===== config.mk =====
export PLATFORM = sky130hd
export DESIGN_NAME = mem_access_stage
export DESIGN_NICKNAME = d
export VERILOG_FILES = /design/src/rtl/mem_access_stage.sv
export SDC_FILE = /design/constraint.sdc
export NUM_CORES = 1
export LEC_CHECK = 0
export CORE_MARGIN = 2
export CORE_UTILIZATION = 30
export DETAILED_ROUTE_END_ITERATION = 8
export HOLD_SLACK_MARGIN = 0.08
export SLEW_MARGIN = 20
export SYNTH_ARGS = -nofsm -noshare
export SYNTH_HDL_FRONTEND = slang
export SYNTH_SLANG_ARGS = --single-unit

===== constraint.sdc =====
create_clock -name clock -period 2.15 [get_ports clock]
set_clock_uncertainty 0.05 [all_clocks]
set_input_delay 0.215 -clock clock [delete_from_list [all_inputs] [get_ports clock]]
set_output_delay 0.215 -clock clock [all_outputs]
set_load 0.02 [all_outputs]

===== src/rtl/mem_access_stage.sv =====
// M-stage pipeline register plus load/store unit for a req/ack memory.
// Ports: *_e E-stage inputs, mem_* memory bus, *_m registered/derived outputs.
module mem_access_stage #(
  parameter  int DATA_WIDTH     = 32,
  parameter  int ADDR_WIDTH     = 32,
  parameter  int REG_ADDR_WIDTH = 5,
  parameter  int MAX_WAIT       = 15,
  localparam int LANE_BITS      = $clog2(DATA_WIDTH/8),
  localparam int BE_W           = DATA_WIDTH/8
) (
  input  logic                      clock,
  input  logic                      reset_n,
  input  logic                      reg_write_e,
  input  logic                      mem_to_reg_e,
  input  logic                      mem_write_e,
  input  logic                      has_div_e,
  input  logic                      unsigned_e,
  input  logic [1:0]                size_e,
  input  logic [ADDR_WIDTH-1:0]     alu_out_e,
  input  logic [DATA_WIDTH-1:0]     write_data_e,
  input  logic [DATA_WIDTH-1:0]     div_hi_e,
  input  logic [DATA_WIDTH-1:0]     div_lo_e,
  input  logic [REG_ADDR_WIDTH-1:0] write_reg_e,
  output logic                      mem_req,
  output logic                      mem_we,
  output logic [ADDR_WIDTH-1:0]     mem_addr,
  output logic [BE_W-1:0]           mem_be,
  output logic [DATA_WIDTH-1:0]     mem_wdata,
  input  logic                      mem_ack,
  input  logic [DATA_WIDTH-1:0]     mem_rdata,
  output logic                      reg_write_m,
  output logic                      mem_to_reg_m,
  output logic                      has_div_m,
  output logic [ADDR_WIDTH-1:0]     alu_out_m,
  output logic [REG_ADDR_WIDTH-1:0] write_reg_m,
  output logic [DATA_WIDTH-1:0]     div_hi_m,
  output logic [DATA_WIDTH-1:0]     div_lo_m,
  output logic [DATA_WIDTH-1:0]     read_value_m,
  output logic                      stall_m,
  output logic                      misaligned_m,
  output logic                      bus_error_m
);

  typedef struct packed {
    logic                      reg_write;
    logic                      mem_to_reg;
    logic                      mem_write;
    logic                      has_div;
    logic                      is_unsigned;
    logic [1:0]                size;
    logic [ADDR_WIDTH-1:0]     alu_out;
    logic [DATA_WIDTH-1:0]     write_data;
    logic [DATA_WIDTH-1:0]     div_hi;
    logic [DATA_WIDTH-1:0]     div_lo;
    logic [REG_ADDR_WIDTH-1:0] write_reg;
  } ex_mem_t;

  typedef enum logic {S_IDLE, S_WAIT} state_t;

  localparam logic [DATA_WIDTH-1:0] ONES = '1;
  localparam logic [DATA_WIDTH-1:0] M8   = ONES >> (DATA_WIDTH-8);
  localparam logic [DATA_WIDTH-1:0] M16  = ONES >> (DATA_WIDTH-16);
  localparam logic [DATA_WIDTH-1:0] M32  = ONES >> (DATA_WIDTH-32);
  localparam logic [7:0]            MAXW = 8'(MAX_WAIT);

  ex_mem_t em_q, em_d;
  state_t  state_q, state_d;
  logic [7:0] cnt_q, cnt_d;

  logic                  access;
  logic                  misal;
  logic                  go;
  logic                  timeout;
  logic [LANE_BITS-1:0]  lane;
  logic [LANE_BITS+2:0]  bit_sh;
  logic [DATA_WIDTH-1:0] rd_sh;
  logic [DATA_WIDTH-1:0] mask;
  logic                  sign;

  always_comb begin
    em_d = em_q;
    if (!stall_m) begin
      em_d.reg_write   = reg_write_e;
      em_d.mem_to_reg  = mem_to_reg_e;
      em_d.mem_write   = mem_write_e;
      em_d.has_div     = has_div_e;
      em_d.is_unsigned = unsigned_e;
      em_d.size        = size_e;
      em_d.alu_out     = alu_out_e;
      em_d.write_data  = write_data_e;
      em_d.div_hi      = div_hi_e;
      em_d.div_lo      = div_lo_e;
      em_d.write_reg   = write_reg_e;
    end
  end

  always_comb begin
    access = em_q.mem_to_reg | em_q.mem_write;
    lane   = em_q.alu_out[LANE_BITS-1:0];
    bit_sh = {lane, 3'b000};
    misal  = 1'b0;
    mem_be = '1;
    mask   = ONES;
    unique case (em_q.size)
      2'b00: begin
        misal  = 1'b0;
        mem_be = BE_W'(1) << lane;
        mask   = M8;
      end
      2'b01: begin
        misal  = lane[0];
        mem_be = BE_W'(3) << lane;
        mask   = M16;
      end
      2'b10: begin
        misal  = |lane[1:0];
        mem_be = BE_W'(15) << lane;
        mask   = M32;
      end
      2'b11: begin
        misal  = (DATA_WIDTH == 32) || (|lane);
        mem_be = '1;
        mask   = ONES;
      end
    endcase
  end

  always_comb begin
    go      = access & ~misal;
    timeout = (state_q == S_WAIT) & ~mem_ack & (cnt_q == MAXW);
    mem_req = go;
    mem_we  = go & em_q.mem_write;
    stall_m = go & ~mem_ack & ~timeout;
    mem_addr = {em_q.alu_out[ADDR_WIDTH-1:LANE_BITS],
                LANE_BITS'(0)};
    mem_wdata = em_q.write_data << bit_sh;
  end

  // Sign bit sits at the top of the kept field; fill above it.
  always_comb begin
    rd_sh = mem_rdata >> bit_sh;
    unique case (em_q.size)
      2'b00:   sign = rd_sh[7];
      2'b01:   sign = rd_sh[15];
      2'b10:   sign = rd_sh[31];
      default: sign = rd_sh[DATA_WIDTH-1];
    endcase
    read_value_m = (rd_sh & mask)
                 | ((sign & ~em_q.is_unsigned) ? ~mask : '0);
  end

  always_comb begin
    state_d = state_q;
    cnt_d   = cnt_q;
    if (!go) begin
      state_d = S_IDLE;
      cnt_d   = 8'd0;
    end else begin
      unique case (state_q)
        S_IDLE: begin
          if (!mem_ack) begin
            state_d = S_WAIT;
            cnt_d   = 8'd1;
          end
        end
        S_WAIT: begin
          if (mem_ack || timeout) begin
            state_d = S_IDLE;
            cnt_d   = 8'd0;
          end else begin
            cnt_d = cnt_q + 8'd1;
          end
        end
      endcase
    end
  end

  always_ff @(posedge clock or negedge reset_n) begin
    if (!reset_n) begin
      em_q    <= '0;
      state_q <= S_IDLE;
      cnt_q   <= 8'd0;
    end else begin
      em_q    <= em_d;
      state_q <= state_d;
      cnt_q   <= cnt_d;
    end
  end

  assign misaligned_m = access & misal;
  assign bus_error_m  = timeout;
  assign reg_write_m  = em_q.reg_write & ~misaligned_m & ~timeout;
  assign mem_to_reg_m = em_q.mem_to_reg;
  assign has_div_m    = em_q.has_div;
  assign alu_out_m    = em_q.alu_out;
  assign write_reg_m  = em_q.write_reg;
  assign div_hi_m     = em_q.div_hi;
  assign div_lo_m     = em_q.div_lo;

endmodule


==> flow_metrics.env <==
export IMPL_maxCapViolCount=0
export IMPL_drt_iter0_drc=225
export IMPL_start_util_pct=30.4
export IMPL_stdcell_count=1465
export IMPL_die_area_sq_um=30500
export IMPL_routedWlPerCell_um=19.0
export IMPL_nets=1251
export IMPL_r2r_end="em_q[99]"
export IMPL_rsz0062_at_grt="yes"
export IMPL_critPathCaptureType="primary output"
export IMPL_yosys_register_bits=149
export IMPL_slowest_stage="dfrtp_2"
export IMPL_setup_tns_ns=-15.71
export IMPL_violations="negative setup slack"
export IMPL_place_hpwl_mm=18.8
export IMPL_grt_pass1_wl_mm=41.7
export IMPL_die_y_um=175
export IMPL_clkLatencyLatePin_ns=0.41
export IMPL_cp_cell_sequence="mux2_4, and4b_2, a211oi_4, buf_6, o21ai_2, buf_6"
export IMPL_fin_crit_ns=2.42
export IMPL_ir_drop_v=0.000428
export IMPL_crit_cells=6
export IMPL_crit_family="flip-flops"
export IMPL_arrival_ns=2.15
export IMPL_max_slew_margin_pct=63.9
export IMPL_cts_root_buf="clkbuf_16"
export IMPL_cts_tree="yes"
export IMPL_worst_pin_slew_ns=0.539
export IMPL_seq_area_frac_synth_pct=42.7
export IMPL_yosys_area_top_type="dfrtp_1"
export IMPL_antenna_left=0
export IMPL_vias_per_cell=4.50
export IMPL_netlist_area_sq_um=8740
export IMPL_antenna_found_initial=1
export IMPL_placed_area_sq_um=12200
export IMPL_hp_class="in -> async"
export IMPL_grt_max_degree=56
export IMPL_synth_edf_count=0
export IMPL_row_count=62
export IMPL_ys_warn_count=0
export IMPL_grt_pass1_vias=7002
export IMPL_dp_cells=1373
export IMPL_clock_sinks=149
export IMPL_slew_violations=0
export IMPL_first_pass_iters=4
export IMPL_final_hold_violation_count=0
export IMPL_synthFlopType="dfrtp_1"
export IMPL_cp_required_ns=1.88
export IMPL_pwr_density_cell_nw_per_um2=1050
export IMPL_grt_util_all_layers_pct=17.6
export IMPL_io_buffers=381
export IMPL_synth_async_reset_ratio_pct=100
export IMPL_crit_buf_inv=2
export IMPL_overflow=0
export IMPL_finalSetupViolCount=170
export IMPL_rr_worst_depth=11
export IMPL_crit_fanout=8
export IMPL_yosysTopAreaCellShare_pct=42.7
export IMPL_cpMostUsedCell="buf_6"
export IMPL_place_congestion=0.893
export IMPL_outcome="complete, but fails checks"
export IMPL_io_pin_count=384
export IMPL_fillers=2514
export IMPL_area_growth_pct=66.5
export IMPL_htreeDepth=4
export IMPL_final_area_sq_um=14500
export IMPL_clockBufferDepth=2
export IMPL_num_vias=6586
export IMPL_leakagePower_nw=6.59
export IMPL_ff_latch_area_sq_um=3730
export IMPL_drive_gt1_share_pct=43.8
export IMPL_ff2ff_setup_slack_ns=-0.15
export IMPL_fin_crit_sh_pct=112
export IMPL_synth_cells=719
export IMPL_core_sq_um=28700
export IMPL_path_clk_slew_ns=0.07
export IMPL_yosysUniqueCellTypes=51
export IMPL_layout_commonest_cell="clkdlybuf4s50_1"
export IMPL_numCtsBuffers=17
export IMPL_remaining_drc_errors=0
export IMPL_final_cell_mix="clkdlybuf4s50_1, dfrtp_1, mux2_4"
export IMPL_path_class="reg -> out"
export IMPL_avgSynthCellArea_sq_um=12.2
export IMPL_timing_rr_start="em_q[134]"
export IMPL_synth_area_leaders="dfrtp_1, mux2_4, buf_4, mux2_2, mux2i_1"
export IMPL_cp_slowest_stage_delay_ns=0.46
export IMPL_start_kind="flop"
export IMPL_drt_total_wl_mm=27.9
export IMPL_max_freq_ghz=0.414
export IMPL_whs_ns=0.261
export IMPL_setup_slack_ns=-0.266
export IMPL_die_w_um=175
export IMPL_multiInputGateArea_sq_um=4290
==> synth_stat cells (all sizes together), types with 2 or more instances <==
library cell  count
a211oi           16
a21bo             2
a21oi            14
a22oi             2
a311oi            4
a31oi             3
and2              9
and3              3
buf             156
clkbuf           13
dfrtp           149
ha                7
inv               7
mux2            148
mux2i            32
nand2            40
nand2b            2
nand3             3
nor2             28
nor2b            13
nor3              4
nor3b             3
o211ai            2
o21ai            41
or2               5
==> worst max-delay path by stage <==
stage	startpoint	endpoint	slack (ns)
after CTS	alu_out_m[0]	read_value_m[26]	-0.33
final	alu_out_m[0]	read_value_m[18]	-0.27
after detailed placement	mem_rdata[31]	read_value_m[13]	-0.60
after floorplan	em_q[133]	alu_out_m[0]	0.11
after global placement	mem_rdata[31]	read_value_m[13]	-0.59
after global routing	alu_out_m[0]	read_value_m[18]	-0.31
==> worst register-to-register path, stage by stage, from the launching register on <==
cell	delay, ns
dfrtp_1	0.40
inv_2	0.13
ha_4	0.15
nor2_1	0.05
o21ba_4	0.22
buf_6	0.12
o221ai_4	0.19
buf_6	0.20
buf_12	0.13
buf_12	0.11
buf_16	0.13
mux2_4	0.30
==> area by class of cell <==
cell class / instances / share of cell area (%)
Timing Repair Buffer: 499 / 37.4
Multi-Input combinational cell: 395 / 29.5
Sequential cell: 149 / 25.6
Tap cell: 384 / 3.30
Clock buffer: 18 / 3.02
Clock inverter: 12 / 1.01
Inverter: 7 / 0.181
Antenna cell: 1 / 0.0172
==> metal layers <==
metal	up-vias	GRT usage, %	share of wire [%]	wire [um]
met5	-	0	0	0
met3	22	4.79	6.0	1670
met4	0	4.20	1.4	384
met1	3258	22.0	43	11900
li1	3056	-	-	-
met2	250	30.2	50	14000
==> cell families (layout without fill, tap and decap cells) <==
group	Yosys count	in the layout	share of synthesized area [%]
multiplexers	180	180	26.9
AND/OR/NAND/NOR	113	113	6.33
XOR/XNOR	1	1	0.100
other	1	3	0.0429
adder cells (fa/ha/maj)	7	7	1.00
buffers and inverters	176	536	15.7
flip-flops	149	149	42.7
AO/OA/AOI/OAI	92	92	7.23
==> what timing repair did <==
action,4_1_cts,5_1_grt
resized for setup,539,164
setup buffers,32,24
cloned,18,3
hold endpoints to repair,43,0
hold buffers,1,0
pin swaps,12,18
setup endpoints to repair,214,210
==> metrics by stage <==
stage | utilization [%] | setup slack (ns) | total power, mW
finish | 50.7 | -0.266 | 15.3
global route | 50.7 | -0.309 | 16.0
CTS | 49.1 | -0.335 | 15.0
detailed placement | 42.6 | -0.601 | 10.4
global placement | 42.6 | -0.587 | 10.4
floorplan | - | 0.105 | 8.21
==> flip-flops by register name (all words and copies together), names as in the netlist <==
name and count:
div_lo_m 32, em_q 37, write_reg_m 5, mem_to_reg_m 1, state_q 1, has_div_m 1
alu_out_m 32, div_hi_m 32, cnt_q 8
==> power by group <==
part	internal [mW]	switching [mW]
combinational	4.65	3.70
clock	1.76	1.31
sequential	3.39	0.483
Note: power is estimated with default switching activity, not from simulation.
